### config.mk
export PLATFORM = sky130hd
export DESIGN_NAME = accelerator_read_strengths_buffered_flat
export DESIGN_NICKNAME = d
export VERILOG_FILES = /design/src/rtl/accelerator_read_strengths_buffered_if.sv /design/src/rtl/accelerator_read_strengths_buffered.sv /design/src/flat_wrapper.sv
export SDC_FILE = /design/constraint.sdc
export NUM_CORES = 2
export LEC_CHECK = 0
export CORE_MARGIN = 1.5
export CORE_UTILIZATION = 40
export CTS_CLUSTER_DIAMETER = 100
export DETAILED_ROUTE_END_ITERATION = 16
export SYNTH_ARGS = -nofsm -noshare
export SYNTH_HDL_FRONTEND = slang
export SYNTH_SLANG_ARGS = --single-unit
### constraint.sdc
create_clock -name CLK -period 9.9 [get_ports CLK]
set_input_delay 1.98 -clock CLK [delete_from_list [all_inputs] [get_ports CLK]]
set_output_delay 1.98 -clock CLK [all_outputs]
set_load 0.03 [all_outputs]
### src/rtl/accelerator_read_strengths_buffered_if.sv
// rtl/accelerator_read_strengths_buffered_if.sv - run control, strength input and buffered output signals
interface accelerator_read_strengths_buffered_if #(
    parameter int DATA_SIZE = 64
);
    logic                 START;
    logic                 READY;
    logic                 ERROR;
    logic                 BETA_IN_ENABLE;
    logic                 OUT_HOLD;
    logic                 BETA_OUT_ENABLE;
    logic [DATA_SIZE-1:0] SIZE_R_IN;
    logic [DATA_SIZE-1:0] BETA_IN;
    logic [DATA_SIZE-1:0] BETA_OUT;

    modport slave (
        input  START, BETA_IN_ENABLE, OUT_HOLD, SIZE_R_IN, BETA_IN,
        output READY, ERROR, BETA_OUT_ENABLE, BETA_OUT
    );

    modport master (
        output START, BETA_IN_ENABLE, OUT_HOLD, SIZE_R_IN, BETA_IN,
        input  READY, ERROR, BETA_OUT_ENABLE, BETA_OUT
    );
endinterface

### src/rtl/accelerator_read_strengths_buffered.sv
// rtl/accelerator_read_strengths_buffered.sv - oneplus read strengths, buffered per run and drained in order
module accelerator_read_strengths_buffered #(
    parameter int DATA_SIZE    = 64,
    parameter int CONTROL_SIZE = 64,
    parameter int FRAC_BITS    = 32,
    parameter int HEADS_MAX    = 8
) (
    input  logic CLK,
    input  logic RST,
    accelerator_read_strengths_buffered_if.slave bus
);
    typedef enum logic [1:0] {S_IDLE, S_LOAD, S_DRAIN, S_DONE} state_t;

    localparam int EXT_W  = DATA_SIZE + 2;
    localparam int ADDR_W = (HEADS_MAX > 1) ? $clog2(HEADS_MAX) : 1;

    localparam logic signed [EXT_W-1:0] C_ONE = (EXT_W'(1)) << FRAC_BITS;
    localparam logic signed [EXT_W-1:0] C_MAX = {3'b000, {(DATA_SIZE-1){1'b1}}};
    localparam logic signed [EXT_W-1:0] C_LN2 =
        EXT_W'(longint'(0.693147 * (2.0 ** FRAC_BITS)));
    localparam logic [DATA_SIZE-1:0] C_MIN = {1'b1, {(DATA_SIZE-1){1'b0}}};

    state_t r_state;
    state_t w_next;

    logic                    r_ready;
    logic                    r_error;
    logic                    r_bad;
    logic                    r_out_en;
    logic [DATA_SIZE-1:0]    r_out;
    logic                    r_in_valid;
    logic [DATA_SIZE-1:0]    r_in_data;
    logic [CONTROL_SIZE-1:0] r_size;
    logic [CONTROL_SIZE-1:0] r_cap_cnt;
    logic [CONTROL_SIZE-1:0] r_wr_idx;
    logic [CONTROL_SIZE-1:0] r_rd_idx;
    logic [DATA_SIZE-1:0]    r_buf [HEADS_MAX];

    logic                    w_size_bad;
    logic                    w_capture;
    logic                    w_last_wr;
    logic                    w_last_rd;
    logic signed [EXT_W-1:0] w_x;
    logic signed [EXT_W-1:0] w_abs;
    logic signed [EXT_W-1:0] w_relu;
    logic signed [EXT_W-1:0] w_corr;
    logic signed [EXT_W-1:0] w_sum;
    logic [DATA_SIZE-1:0]    w_y;

    assign w_size_bad = (bus.SIZE_R_IN == '0) || (bus.SIZE_R_IN > DATA_SIZE'(HEADS_MAX));
    assign w_capture  = (r_state == S_LOAD) && bus.BETA_IN_ENABLE && (r_cap_cnt != r_size);
    assign w_last_wr  = r_in_valid && (r_wr_idx == r_size - CONTROL_SIZE'(1));
    assign w_last_rd  = !bus.OUT_HOLD && (r_rd_idx == r_size - CONTROL_SIZE'(1));

    // Two extra bits keep ONE + relu + corr exact before saturating
    always_comb begin
        w_x = EXT_W'(signed'(r_in_data));
        if (r_in_data == C_MIN) begin
            w_abs = C_MAX;
        end else if (w_x[EXT_W-1]) begin
            w_abs = -w_x;
        end else begin
            w_abs = w_x;
        end
        w_relu = w_x[EXT_W-1] ? '0 : w_x;
        w_corr = C_LN2 - (w_abs >>> 2);
        if (w_corr[EXT_W-1]) begin
            w_corr = '0;
        end
        w_sum = C_ONE + w_relu + w_corr;
        w_y   = (w_sum > C_MAX) ? C_MAX[DATA_SIZE-1:0] : w_sum[DATA_SIZE-1:0];
    end

    always_ff @(posedge CLK) begin
        if (RST) begin
            r_state <= S_IDLE;
        end else begin
            r_state <= w_next;
        end
    end

    always_comb begin
        w_next = r_state;
        case (r_state)
            S_IDLE:  if (bus.START) w_next = w_size_bad ? S_DONE : S_LOAD;
            S_LOAD:  if (w_last_wr) w_next = S_DRAIN;
            S_DRAIN: if (w_last_rd) w_next = S_DONE;
            S_DONE:  w_next = S_IDLE;
            default: w_next = S_IDLE;
        endcase
    end

    always_ff @(posedge CLK) begin
        if (RST) begin
            r_ready    <= 1'b0;
            r_error    <= 1'b0;
            r_bad      <= 1'b0;
            r_out_en   <= 1'b0;
            r_out      <= '0;
            r_in_valid <= 1'b0;
            r_in_data  <= '0;
            r_size     <= '0;
            r_cap_cnt  <= '0;
            r_wr_idx   <= '0;
            r_rd_idx   <= '0;
        end else begin
            r_ready    <= 1'b0;
            r_error    <= 1'b0;
            r_out_en   <= 1'b0;
            r_in_valid <= w_capture;
            if (w_capture) begin
                r_in_data <= bus.BETA_IN;
                r_cap_cnt <= r_cap_cnt + CONTROL_SIZE'(1);
            end
            if (r_in_valid) begin
                r_wr_idx <= r_wr_idx + CONTROL_SIZE'(1);
            end
            case (r_state)
                S_IDLE: begin
                    if (bus.START) begin
                        r_bad <= w_size_bad;
                        if (!w_size_bad) begin
                            r_size    <= CONTROL_SIZE'(bus.SIZE_R_IN);
                            r_cap_cnt <= '0;
                            r_wr_idx  <= '0;
                            r_rd_idx  <= '0;
                        end
                    end
                end
                S_DRAIN: begin
                    if (!bus.OUT_HOLD) begin
                        r_out    <= r_buf[r_rd_idx[ADDR_W-1:0]];
                        r_out_en <= 1'b1;
                        r_rd_idx <= r_rd_idx + CONTROL_SIZE'(1);
                    end
                end
                S_DONE: begin
                    r_ready <= 1'b1;
                    r_error <= r_bad;
                end
                default: ;
            endcase
        end
    end

    // Buffer holds no reset; stale entries are unreachable because the indices restart each run
    always_ff @(posedge CLK) begin
        if (!RST && r_in_valid) begin
            r_buf[r_wr_idx[ADDR_W-1:0]] <= w_y;
        end
    end

    assign bus.READY           = r_ready;
    assign bus.ERROR           = r_error;
    assign bus.BETA_OUT_ENABLE = r_out_en;
    assign bus.BETA_OUT        = r_out;
endmodule

### src/flat_wrapper.sv
// flat-port wrapper written by rule: the top's interface ports become plain ports
module accelerator_read_strengths_buffered_flat 
#(
    parameter int DATA_SIZE    = 64,
    parameter int CONTROL_SIZE = 64,
    parameter int FRAC_BITS    = 32,
    parameter int HEADS_MAX    = 8
)
  (CLK, RST, bus_START, bus_BETA_IN_ENABLE, bus_OUT_HOLD, bus_SIZE_R_IN, bus_BETA_IN, bus_READY, bus_ERROR, bus_BETA_OUT_ENABLE, bus_BETA_OUT);
  accelerator_read_strengths_buffered_if #(.DATA_SIZE(DATA_SIZE)) bus_i ();
  input  logic CLK;
  input  logic RST;
  input wire logic [$bits(bus_i.START)-1:0] bus_START;
  input wire logic [$bits(bus_i.BETA_IN_ENABLE)-1:0] bus_BETA_IN_ENABLE;
  input wire logic [$bits(bus_i.OUT_HOLD)-1:0] bus_OUT_HOLD;
  input wire logic [$bits(bus_i.SIZE_R_IN)-1:0] bus_SIZE_R_IN;
  input wire logic [$bits(bus_i.BETA_IN)-1:0] bus_BETA_IN;
  output wire logic [$bits(bus_i.READY)-1:0] bus_READY;
  output wire logic [$bits(bus_i.ERROR)-1:0] bus_ERROR;
  output wire logic [$bits(bus_i.BETA_OUT_ENABLE)-1:0] bus_BETA_OUT_ENABLE;
  output wire logic [$bits(bus_i.BETA_OUT)-1:0] bus_BETA_OUT;
  assign bus_i.START = bus_START;
  assign bus_i.BETA_IN_ENABLE = bus_BETA_IN_ENABLE;
  assign bus_i.OUT_HOLD = bus_OUT_HOLD;
  assign bus_i.SIZE_R_IN = bus_SIZE_R_IN;
  assign bus_i.BETA_IN = bus_BETA_IN;
  assign bus_READY = bus_i.READY;
  assign bus_ERROR = bus_i.ERROR;
  assign bus_BETA_OUT_ENABLE = bus_i.BETA_OUT_ENABLE;
  assign bus_BETA_OUT = bus_i.BETA_OUT;
  accelerator_read_strengths_buffered #(.DATA_SIZE(DATA_SIZE), .CONTROL_SIZE(CONTROL_SIZE), .FRAC_BITS(FRAC_BITS), .HEADS_MAX(HEADS_MAX)) u_core (.CLK(CLK), .RST(RST), .bus(bus_i));
endmodule
# Yosys cells after proc, flatten, opt, wreduce, memory -nomap -nowiden
# Memories as Yosys holds them, arrays and structs flattened. A register that Yosys moved wholly into a read port is not among the register bits.
# Cells that the tools add are included.
# totals
rom_bits	0
inputBits	133
mem_bits_rw	512
mem_count	1
register_bits	327
latch_bits	0
# classes
reduce_logical	18
order_cmp	2
n_shift	0
multipliers	0
bitwise_logic	4
div_mod_pow	0
addsub	8
muxes	26
eq_ne	12
# memory_table
memory	depth	word_bits	rd	rd_ports_with_merged_regs	wr	line_no	source
u_core.r_buf	8	64	1	1	1	accelerator_read_strengths_buffered.sv:37	logic [DATA_SIZE-1:0] r_buf [HEADS_MAX];
# op_table
cell	n
$mux W64	12
$add A64 B1 Y64 const B	3
$mux W66	2
$eq A64 B64 Y1	2
$pmux W64 S2	1
$add A34 B66 Y66 const A	1
$add A66 B66 Y66	1
$gt A66 B64 Y1 const B	1
$neg A64 Y66	1
$mux W65	1
$sub A33 B64 Y65 const A	1
$eq A64 B64 Y1 const B	1
$gt A64 B4 Y1 const B	1
$logic_not A64 Y1	1
$ne A64 B64 Y1	1
$sub A64 B1 Y64 const B	1
$mux W63	1
$mux W2	4
$pmux W2 S4	1
$ne A2 B2 Y1 const B	3
$reduce_and A3 Y1	2
$logic_and A1 B1 Y1	5
$eq A2 B2 Y1 const B	2
$mux W1	4
other kinds (10)	17

# Logic depth before layout (Yosys ltp)
# depth
ltp_word	8
depth_mapped	39
depth_no_buf	32

# Least setup slack after synthesis
# Ideal clock, no wire load.
# synth_path
path_type	register -> register
from	register u_core.r_in_data[23]
to	memory u_core.r_buf[0][50], data pin
n_path_buf	7
arrival_ns	8.839
required_time_ns	9.615
period_less_slack_ns	9.124
path_stages_with_launch	39
setup_slack_ns	0.776
path_cell_list	dfxtp_1 -> or3_1 -> nor4b_1 -> clkbuf_1 -> nand4_1 -> clkbuf_1 -> or2_2 -> clkbuf_1 -> clkbuf_1 -> a21oi_1 -> o22ai_1 -> ha_1 -> a21boi_0 -> nor3_1 -> o211ai_1 -> a31oi_1 -> o21ai_0 -> a21oi_1 -> [3 not listed] -> nor2_1 -> ha_1 -> ha_1 -> inv_1 -> fa_1 -> nor2b_1 -> o2111ai_1 -> a21boi_0 -> o221ai_1 -> a2111o_1 -> a41oi_1 -> a21oi_1 -> or4_1 -> o311a_1 -> a21oi_2 -> clkbuf_1 -> buf_2 -> nand2_1
# synth_via
elab_chain_cells	8
# synth_lines
element	line_no	source
from (decl)	accelerator_read_strengths_buffered.sv:32	logic [DATA_SIZE-1:0] r_in_data;
from (signal assigned)	accelerator_read_strengths_buffered.sv:112	r_in_data <= bus.BETA_IN;
$neg A64 Y66	accelerator_read_strengths_buffered.sv:61	w_abs = -w_x;
$mux W66	accelerator_read_strengths_buffered.sv:60	end else if (w_x[EXT_W-1]) begin
$mux W66	accelerator_read_strengths_buffered.sv:58	if (r_in_data == C_MIN) begin
$sub A33 B64 Y65	accelerator_read_strengths_buffered.sv:66	w_corr = C_LN2 - (w_abs >>> 2);
$mux W65	accelerator_read_strengths_buffered.sv:67	if (w_corr[EXT_W-1]) begin
$add A66 B66 Y66 *	accelerator_read_strengths_buffered.sv:70	w_sum = C_ONE + w_relu + w_corr;
$gt A66 B64 Y1	accelerator_read_strengths_buffered.sv:71	w_y = (w_sum > C_MAX) ? C_MAX[DATA_SIZE-1:0] : w_sum[DATA_SIZE-1:0];
$mux W64 *	accelerator_read_strengths_buffered.sv:71	
named net u_core.w_y[50]	accelerator_read_strengths_buffered.sv:48	logic [DATA_SIZE-1:0] w_y;
to (decl)	accelerator_read_strengths_buffered.sv:37	
# Mark *: on every way through the listed nets, which the timed path passes. The rest lies on a longest branch.

# Final worst setup path
# layout_path
from	register u_core.r_in_data[41]
to	memory u_core.r_buf[6][37], data pin
# Same word-level chain as after synthesis.

==> flow_summary.ini <==
[cells_and_area]
multiInputGateArea_um2 = 22710
final_cell_mix = nor2_1 (513), edfxtp_1 (512), nand2_1 (394)
area_delta_synth_final_pct = 14.31
diodes = 0
layout_commonest_cell = nor2_1
num-fill-cells = 10797
final_nets = 4793
fin_cells = 6128
final_area_um2 = 53840
drive_gt1_frac = 0.09188
seq_area_um2 = 23210

[worst_setup_path]
reg2reg_to = u_core.r_buf[6][37]$_DFFE_PP_
endpoint_kind = flop
rr_worst_depth = 34
path_max_fanout = 20
max_stage_delay_ps = 580
rrSetupSlack_ps = 590
critPathLaunchType = flop
cp_data_required_time_ps = 10250
reg2reg_from = u_core.r_in_data[41]$_SDFFE_PP0P_
path_class = reg -> reg
cp.buffers_inverters = 3
slowest_stage = or4_1
cpLargestDelayFamily = compound AO/OA/AOI/OAI gates
arrival_ps = 9660

[clock_network]
path_clk_slew_ps = 60
cts_root_buffer = clkbuf_16
clock_latency_ps = 700
post_cts_buffers = 0
clock_sinks = 903
cts-htree-levels = 3
cts_buffers = 97
clockBufferDepth = 3
cts_tree = built

[synth]
syn-cell-area_um2 = 47100
ys_ff_latch = 903
yosys_warnings = 0
synthDistinctLibCells = 96
synthFlopType = edfxtp_1
ys_seq_area_frac = 0.4927
syn_avg_cell_area_um2 = 10.62
synthArstFlopShare = 0
synth_edf_count = 512
synth_cells = 4434

[sta]
drv_slew = 0
setup_tns_ps = 0
worstMarginPinSlew_ps = 1182
finalCritPeriodShare = 0.9403
max_freq_mhz = 107.4
maxSlewHeadroom = 0.2044
finalClockSkew_ps = 32.14
post-route-min-period_ps = 9309
setup_ws_ps = 591.2
finalHoldViolCount = 0
setup_viol = 0

[floorplanning]
num_rows = 125
ioPinCount = 200
dieWidth_um = 346.1
core_um2 = 116500
die_area_um2 = 119800
initial_utilization = 0.4042
die_h_um = 346.1

[grt]
grt_pass1_wl_mm = 207.8
grt_pass1_vias = 33586
grt_max_degree = 140
antenna_found_initial = 3
grt_overflow = 0
grtUsageTotal = 0.2256

[pwr]
fin_total_pwr_uw = 8453
p_sw_frac = 0.2383
p_int_uw = 6438
ir_drop_uv = 142.1
p_comb_frac = 0.091
pwr-share-seq = 0.481
power.leakage_uw = 0.01954
powerDensity_nw_per_um2 = 157.0
p_sw_uw = 2014
clockPowerShare = 0.428

[place]
placed_cell_area_um2 = 50550
dpl_worst_slack_ps = 133.1
place_hpwl_mm = 95.00
placedCellCount = 5948
place.gp.congestion = 0.9624
io_buffers = 199

[min_path]
hold_path_depth = 1
hold_class = reg -> reg
hold_start = u_core.r_bad$_SDFFE_PP0P_
min_to = u_core.bus.ERROR$_SDFF_PP0_

[drt]
drtIter0Drc = 3168
drc_errors = 0
vias = 34896
viasPerCell = 5.695
drt_pass1_iterations = 6
antenna_left = 0
route.final.wire_length_mm = 137.7
wl_per_cell_um = 22.47

[job]
drv_cap = 0

[run_status]
status = finished clean
[worst max-delay path by stage]
stage | start | endpoint | cells past startpoint
floorplan | u_core.r_in_data[23]$_SDFFE_PP0P_ | u_core.r_buf[0][50]$_DFFE_PP_ | 38
global placement | u_core.r_in_data[9]$_SDFFE_PP0P_ | u_core.r_buf[0][3]$_DFFE_PP_ | 34
detailed placement | u_core.r_in_data[9]$_SDFFE_PP0P_ | u_core.r_buf[0][6]$_DFFE_PP_ | 34
CTS | u_core.r_in_data[9]$_SDFFE_PP0P_ | u_core.r_buf[2][6]$_DFFE_PP_ | 34
global route | u_core.r_in_data[9]$_SDFFE_PP0P_ | u_core.r_buf[3][34]$_DFFE_PP_ | 34
finish | u_core.r_in_data[41]$_SDFFE_PP0P_ | u_core.r_buf[6][37]$_DFFE_PP_ | 34
[cell usage after synthesis (22+ instances only)]
cell type  count  area share
ha_1         136       0.036
buf_2         26      0.0028
a21o_1        36      0.0057
and3_1       106       0.014
a311oi_1      70       0.013
nand3_1      134       0.014
a31oi_1       31      0.0041
or4_1         29      0.0046
nor3_1        79      0.0084
xnor2_1      269       0.050
xor2_1       193       0.036
inv_1         72      0.0057
clkbuf_1     227       0.018
nor2b_1       85       0.011
dfxtp_1      391        0.17
or3_1         53      0.0070
nand4_1       90       0.012
nor2_1       517       0.041
edfxtp_1     512        0.33
a21oi_1      158       0.017
and4_1        25      0.0046
nor4_1        64      0.0085
buf_1         39      0.0031
nand2b_1      23      0.0031
o31ai_1       22      0.0035
nand2_1      395       0.031
mux4_2       128       0.061
o21bai_1      22      0.0035
mux2i_1       83       0.018
o21ai_0      108       0.011
[final cells by class]
cell class | instances | area share
repair buffers | 265 | 0.04692
clock inverters | 50 | 0.009761
multi-input cells | 3182 | 0.4219
well taps | 1524 | 0.03542
flip-flops and latches | 903 | 0.4312
inverters | 74 | 0.005159
clock buffers | 130 | 0.04966
[state kept, by name (all words and copies together), names as in the netlist, 2 cells and up]
signal / count
u_core.r_rd_idx: 64
u_core.bus.BETA_OUT: 64
u_core.r_wr_idx: 64
u_core.r_state: 2
u_core.r_cap_cnt: 64
u_core.r_size: 64
u_core.r_buf: 512
u_core.r_in_data: 64
[power groups by stage]
stage	clock network [uW]	logic [uW]	registers, uW
after floorplan	0	439	4200
after global placement	0	773	4160
after detailed placement	0	777	4160
after CTS	3680	779	4080
after global routing	3830	827	4080
final	3610	769	4070
[layer usage]
layer | track usage | up-vias | share of wire
met1 | 0.3085 | 17022 | 0.44
met3 | 0.03427 | 250 | 0.063
met5 | 0 | - | 0
li1 | - | 16452 | -
met2 | 0.3650 | 1172 | 0.46
met4 | 0.07696 | 0 | 0.034
[through the flow]
step                      hold WS [ps]    util
after floorplan                  428.5       -
after global placement           446.1  0.4339
after detailed placement         448.4  0.4339
after CTS                        464.5  0.4613
after global routing             500.9  0.4621
final                            460.0  0.4621
[repair_timing]
action                     CTS  global route
gates resized for setup      0            18
hold buffers                 0             0
setup endpoints to repair    0           504
[cells by family after synthesis]
family          share of synthesized area
other cells                     0.0001595
compound gates                    0.09155
mux                               0.08005
flops                              0.4927
fa+ha+maj                         0.03677
buf+inv                           0.03082
xor+xnor                          0.08783
simple gates                       0.1802
No activity file was read; power rests on OpenSTA's default activity.
